==> src/rtl/score_display_pkg.sv <==
// Shared constants, state encoding and helpers for the score display:
// segment codes, the maximum score and one serial double-dabble step.
package score_display_pkg;

  localparam logic [13:0] MAX_SCORE  = 14'd9999;
  localparam logic [15:0] BCD_MAX    = 16'h9999;
  localparam logic [3:0]  SHIFT_LAST = 4'd13;

  localparam logic [6:0] SEG_BLANK = 7'h7F;
  localparam logic [6:0] SEG_0     = 7'h40;
  localparam logic [6:0] SEG_1     = 7'h79;
  localparam logic [6:0] SEG_2     = 7'h24;
  localparam logic [6:0] SEG_3     = 7'h30;
  localparam logic [6:0] SEG_4     = 7'h19;
  localparam logic [6:0] SEG_5     = 7'h12;
  localparam logic [6:0] SEG_6     = 7'h02;
  localparam logic [6:0] SEG_7     = 7'h78;
  localparam logic [6:0] SEG_8     = 7'h00;
  localparam logic [6:0] SEG_9     = 7'h10;

  typedef enum logic [1:0] {
    ST_IDLE   = 2'd0,
    ST_SHIFT  = 2'd1,
    ST_COMMIT = 2'd2
  } state_t;

  function automatic logic [6:0] seg_code(input logic [3:0] digit);
    logic [6:0] seg;
    case (digit)
      4'd0:    seg = SEG_0;
      4'd1:    seg = SEG_1;
      4'd2:    seg = SEG_2;
      4'd3:    seg = SEG_3;
      4'd4:    seg = SEG_4;
      4'd5:    seg = SEG_5;
      4'd6:    seg = SEG_6;
      4'd7:    seg = SEG_7;
      4'd8:    seg = SEG_8;
      4'd9:    seg = SEG_9;
      default: seg = SEG_BLANK;
    endcase
    return seg;
  endfunction

  // Add 3 to every nibble >= 5, then shift in the next binary bit.
  function automatic logic [15:0] dd_step(input logic [15:0] acc, input logic bit_in);
    logic [15:0] adj;
    adj = acc;
    for (int unsigned i = 0; i < 4; i++) begin
      if (acc[4*i +: 4] >= 4'd5) adj[4*i +: 4] = acc[4*i +: 4] + 4'd3;
    end
    return {adj[14:0], bit_in};
  endfunction

endpackage

==> src/rtl/score_display_bcd_to_7seg.sv <==
// One BCD digit to active-low gfedcba segments; blank flag or a
// non-decimal nibble turns every segment off.
module bcd_to_7seg
  import score_display_pkg::*;
(
  input  logic [3:0] i_digit,
  input  logic       i_blank,
  output logic [6:0] o_seg
);

  always_comb begin
    o_seg = i_blank ? SEG_BLANK : seg_code(i_digit);
  end

endmodule

==> src/rtl/score_display.sv <==
// Reaction-timer score display: serial binary-to-BCD conversion of each
// captured result, best-score tracking and four leading-zero-blanked digits.
module score_display
  import score_display_pkg::*;
(
  input  logic        iCLK,
  input  logic        iRST_N,
  input  logic [13:0] iVALUE,
  input  logic        iLOAD,
  input  logic        iSEL_BEST,
  input  logic        iCLR_BEST,
  output logic [6:0]  oHEX0,
  output logic [6:0]  oHEX1,
  output logic [6:0]  oHEX2,
  output logic [6:0]  oHEX3,
  output logic        oBUSY,
  output logic [13:0] oBEST,
  output logic        oNEW_BEST
);

  state_t      r_state;
  logic [13:0] r_shift;
  logic [13:0] r_value;
  logic [15:0] r_acc;
  logic [3:0]  r_cnt;
  logic [15:0] r_last_bcd;
  logic [15:0] r_best_bcd;
  logic [13:0] r_best;
  logic        r_busy;
  logic        r_new_best;

  logic [13:0] w_clamped;
  logic [13:0] w_cmp_best;
  logic [15:0] w_src;
  logic [3:0]  w_blank;

  always_comb begin
    w_clamped  = (iVALUE > MAX_SCORE) ? MAX_SCORE : iVALUE;
    w_cmp_best = iCLR_BEST ? MAX_SCORE : r_best;
  end

  always_ff @(posedge iCLK) begin
    if (!iRST_N) begin
      r_state    <= ST_IDLE;
      r_shift    <= '0;
      r_value    <= '0;
      r_acc      <= '0;
      r_cnt      <= '0;
      r_last_bcd <= '0;
      r_best_bcd <= BCD_MAX;
      r_best     <= MAX_SCORE;
      r_busy     <= 1'b0;
      r_new_best <= 1'b0;
    end else begin
      r_new_best <= 1'b0;
      if (iCLR_BEST) begin
        r_best     <= MAX_SCORE;
        r_best_bcd <= BCD_MAX;
      end
      case (r_state)
        // oBUSY is registered and drops one edge after COMMIT; loads wait for it.
        ST_IDLE: begin
          if (iLOAD && !r_busy) begin
            r_shift <= w_clamped;
            r_value <= w_clamped;
            r_acc   <= '0;
            r_cnt   <= '0;
            r_busy  <= 1'b1;
            r_state <= ST_SHIFT;
          end else begin
            r_busy  <= 1'b0;
          end
        end
        ST_SHIFT: begin
          r_acc   <= dd_step(r_acc, r_shift[13]);
          r_shift <= {r_shift[12:0], 1'b0};
          r_cnt   <= r_cnt + 4'd1;
          if (r_cnt == SHIFT_LAST) r_state <= ST_COMMIT;
        end
        ST_COMMIT: begin
          r_last_bcd <= r_acc;
          // Compare against 9999 when a clear lands on this cycle; later NBAs win.
          if (r_value < w_cmp_best) begin
            r_best     <= r_value;
            r_best_bcd <= r_acc;
            r_new_best <= 1'b1;
          end
          r_state <= ST_IDLE;
        end
        default: r_state <= ST_IDLE;
      endcase
    end
  end

  always_comb begin
    w_src      = iSEL_BEST ? r_best_bcd : r_last_bcd;
    w_blank    = '0;
    w_blank[3] = (w_src[15:12] == 4'd0);
    w_blank[2] = w_blank[3] && (w_src[11:8] == 4'd0);
    w_blank[1] = w_blank[2] && (w_src[7:4] == 4'd0);
  end

  bcd_to_7seg u_dig0 (.i_digit(w_src[3:0]),   .i_blank(w_blank[0]), .o_seg(oHEX0));
  bcd_to_7seg u_dig1 (.i_digit(w_src[7:4]),   .i_blank(w_blank[1]), .o_seg(oHEX1));
  bcd_to_7seg u_dig2 (.i_digit(w_src[11:8]),  .i_blank(w_blank[2]), .o_seg(oHEX2));
  bcd_to_7seg u_dig3 (.i_digit(w_src[15:12]), .i_blank(w_blank[3]), .o_seg(oHEX3));

  assign oBUSY     = r_busy;
  assign oBEST     = r_best;
  assign oNEW_BEST = r_new_best;

endmodule

==> config.mk <==
export PLATFORM = sky130hd
export DESIGN_NAME = score_display
export DESIGN_NICKNAME = d
export VERILOG_FILES = /design/src/rtl/score_display_pkg.sv /design/src/rtl/score_display_bcd_to_7seg.sv /design/src/rtl/score_display.sv
export SDC_FILE = /design/constraint.sdc
export NUM_CORES = 1
export LEC_CHECK = 0
export CORE_MARGIN = 2
export CORE_UTILIZATION = 55
export CTS_CLUSTER_DIAMETER = 100
export DETAILED_ROUTE_END_ITERATION = 12
export DONT_BUFFER_PORTS = 1
export HOLD_SLACK_MARGIN = 0.02
export PLACE_DENSITY = 0.71
export SYNTH_ARGS = -nofsm -noshare
export SYNTH_HDL_FRONTEND = slang
export SYNTH_HIERARCHICAL = 1
export SYNTH_SLANG_ARGS = --single-unit
==> constraint.sdc <==
create_clock -name iCLK -period 4.2 [get_ports iCLK]
set_clock_uncertainty 0.1 [all_clocks]
set_input_delay 0.84 -clock iCLK [delete_from_list [all_inputs] [get_ports iCLK]]
set_output_delay 0.84 -clock iCLK [all_outputs]
set_load 0.005 [all_outputs]
==> metrics.md <==
| Metric | Value |
|---|---|
| Max Cap Viol | `0` |
| Final setup fails | `0` |
| Multiplexer area fraction after synthesis | `0.03357` |
| Initial antenna violation count | `0` |
| CTS Buf Count | `9` |
| Setup crit end kind | `output port` |
| Final WL | `about 13000 um` |
| First-pass GRT wire length | `21400 um` |
| Design area | `5794 um2` |
| Fin Setup TNS | `0 ns` |
| Adder-cell area share of the yosys netlist | `0.09624` |
| Critical path startpoint category | `flip-flop` |
| Starting Density | `0.5693` |
| CTS Hold Buffers Added | `0` |
| Sequential area share after synthesis | `0.3509` |
| Delay-heaviest family, CP | `simple AND/OR/NAND/NOR gates` |
| Row count | `36` |
| Layout cells sized above 1 | `0.07726` |
| Max Clock Freq | `between 200 and 300 MHz` |
| Gr usage total | `0.2355` |
| Worst-margin pin slew | `between 1 and 1.5 ns` |
| Area delta synth->final | `3.648%` |
| Max Slew Vio Count | `0` |
| EDFF count, synth | `0` |
| Gate Count Post-Synth | `~700` |
| Compound-gate portion of the synthesized area | `0.2149` |
| Io pins | `63` |
| Via density | `roughly 6` |
| CP bufs+invs | `1` |
| Placed Cells | `roughly 800` |
| CP Class | `flip-flop to output port` |
| Critical Path AT | `2.57 ns` |
| Busiest grt layer | `met2` |
| Top-area cell type share of the netlist area | `0.3509` |
| Worst Hold Class | `flip-flop to flip-flop` |
| Post-Synth Simple-Gate Area | `0.2314` |
| Data required, critical path | `3.26 ns` |
| Antenna diode count | `0` |
| Min cycle time layout | `3.514 ns` |
| Finished Layout Cells | `between 800 and 900` |
| Number of port buffers | `0` |
| Worst slew margin | `0.2284` |
| Met3 GRT Util | `0.03805` |
| Main combinational cell family by area after synthesis | `simple AND/OR/NAND/NOR gates` |
| Cts repair resizes | `0` |
| Skew-Pair Late Insertion Delay | `between 0.3 and 0.4 ns` |
| Longest Clk Path Bufs | `2` |
| Number of setup buffers added after CTS | `0` |
| Yosys top cell by area | `dfxtp_1` |
| Post-Place Cell Area | `between 5000 and 6000 um2` |
| DRC errors left | `0` |
| Clk sinks | `98` |
| Critical-path cell list | `or4_1 > o21ai_0 > buf_4 > o2111a_1 > and2_1 > nor2_1 > a21oi_1` |
| Root buffer cell | `clkbuf_8` |
| FFs w/ async S/R, synth | `0` |
| PD cells | `roughly 300 nW/um2` |
| Mean Syn Cell Area | `between 7 and 8 um2` |
| Core footprint | `about 9800 um2` |
| Synth Warn # | `6` |
| Clock slew at reported path FFs | `around 0.09 ns` |
| Fin. Hold Viols | `0` |
| Die width | `104.8 um` |
| Unrepaired setup endpoints after global routing | `no` |
| Met2 usage | `0.3817` |
| Global Route met1 Usage | `0.3245` |
| Total Power | `roughly 1.8 mW` |
| Die height | `about 100 um` |
| Via count | `4901` |
| CTS H-tree lvls | `3` |
| CTS tree | `done` |
| Largest cells by area after synthesis | `dfxtp_1 (35%), ha_1 (9.6%), a21oi_1 (8.4%), nand2_1 (5.8%), o21ai_0 (5.4%)` |
| Count leader, synth | `dfxtp_1` |
| Initial DRT Pass Iterations | `5` |
| VDD IR max | `between 0.0002 and 0.00025 V` |
| DRT iter0 DRCs | `298` |
| Final worst path period share | `0.8366` |
| Pin count of the biggest net entering global routing | `68` |
| Pleak | `roughly 2.2 nW` |
| CP max stage delay | `0.50 ns` |
| Cell Area, Synth | `5590 um2` |
| XOR/XNOR Fraction of Synth Area | `0.01410` |
| Die area | `about 11000 um2` |
| Nets | `roughly 740` |
| Distinct cells, synth | `47` |
| GP Congestion | `0.8564` |
| Drt wl/cell | `around 16 um` |
| Final core utilization | `0.5901` |
| Synth cell count leaders | `dfxtp_1 (98), a21oi_1 (94), nand2_1 (87)` |
| Status | `finished, final reports clean` |
| CP Max Fanout | `8` |
| Top FF cell, synth | `dfxtp_1` |
| Overflow after GRT | `0` |
| ANT nets after route | `0` |
| Vias in the first global route | `~4400` |
| Slowest cell on the critical path | `or4_1` |
| Post-DP HPWL | `between 9000 and 10000 um` |
| Seq cells post-synth | `98` |
==> metrics by stage <==
stage,hold WS (ns),setup slack (ns)
after floorplan,0.3236,0.6724
after global placement,0.3384,1.097
after detailed placement,0.3489,0.9558
after CTS,0.3612,0.7001
after global routing,0.3838,0.4716
final,0.3584,0.6863
==> cells in the final DEF (no fill, tap or decap), types with 2 or more instances in the layout <==
master / instances
dfxtp_1: 98
a21oi_1: 94
nand2_1: 87
o21ai_0: 60
nor2_1: 43
ha_1: 43
nand3_1: 30
nand2b_1: 24
inv_1: 23
nor3_1: 17
a31oi_1: 17
mux2_2: 14
nor2b_1: 14
nor4_1: 12
clkbuf_8: 10
o21a_1: 9
a211oi_1: 8
a21o_1: 7
conb_1: 7
and2_1: 6
buf_4: 6
xor2_1: 5
nor3b_1: 4
xnor2_1: 4
nand2b_4: 4
nor3_2: 4
nor3b_2: 4
o22ai_1: 4
o21bai_1: 4
mux2i_1: 3
clkbuf_1: 2
==> worst paths after layout <==
| path | slack [ns] | cells past startpoint | end | from |
|---|---|---|---|---|
| setup / recovery | 0.69 | 7 | oHEX1[5] | r_last_bcd[12]$_SDFFE_PN0N_ |
| hold reg to reg | 0.36 | 2 | r_last_bcd[3]$_SDFFE_PN0N_ | r_last_bcd[3]$_SDFFE_PN0N_ |
| hold / removal | 0.36 | 2 | r_last_bcd[3]$_SDFFE_PN0N_ | r_last_bcd[3]$_SDFFE_PN0N_ |
| setup reg to reg | 1.48 | 8 | r_best_bcd[7]$_SDFF_PN1_ | oBEST[12]$_SDFF_PN0_ |
==> cell families after synthesis <==
kind of cell             count (synthesis)
AND/OR/NAND/NOR                        254
AO/OA/AOI/OAI                          212
flip-flops                              98
buffers and inverters                   69
adder cells (fa/ha/maj)                 43
multiplexers                            17
XOR/XNOR                                 9
other                                    1
==> power breakdown <==
| group | internal [mW] | total, mW | switching [mW] | leakage, nW |
|---|---|---|---|---|
| combinational | 0.0615 | 0.172 | 0.111 | 1.28 |
| sequential | 0.954 | 0.975 | 0.0217 | 0.795 |
| clock | 0.293 | 0.616 | 0.323 | 0.0966 |
| total | 1.31 | 1.76 | 0.456 | 2.18 |
==> sequential cells by signal (all words and copies together), names as in the netlist <==
name,count
r_acc,16
r_best_bcd,16
r_last_bcd,16
oBEST,14
r_shift,14
r_value,14
r_cnt,4
r_state,2
oBUSY,1
oNEW_BEST,1
==> metal layers <==
metal / vias up / wire length [um]
li1: 2392 / -
met1: 2328 / 5984
met2: 156 / 6063
met3: 25 / 764
met4: 0 / 196
met5: - / 0
==> layout make-up <==
cell class | instances | area (um2)
Clock buffer | 12 | 145.1
Clock inverter | 4 | 51.30
Fill cell | 911 | 4025
Inverter | 24 | 90.09
Multi-Input combinational cell | 542 | 3334
Sequential cell | 98 | 1962
Tap cell | 133 | 166.4
Timing Repair Buffer | 6 | 45.04
==> worst reg2reg max path, cell delays in order, from the launching register on <==
cell      delay [ns]
dfxtp_1         0.38
nand2b_1        0.09
ha_1            0.28
nand2_1         0.09
nor4_1          0.64
o31ai_4         0.39
buf_4           0.28
a211oi_1        0.22
o21ai_0         0.11
(Power assumes the default switching activity.)
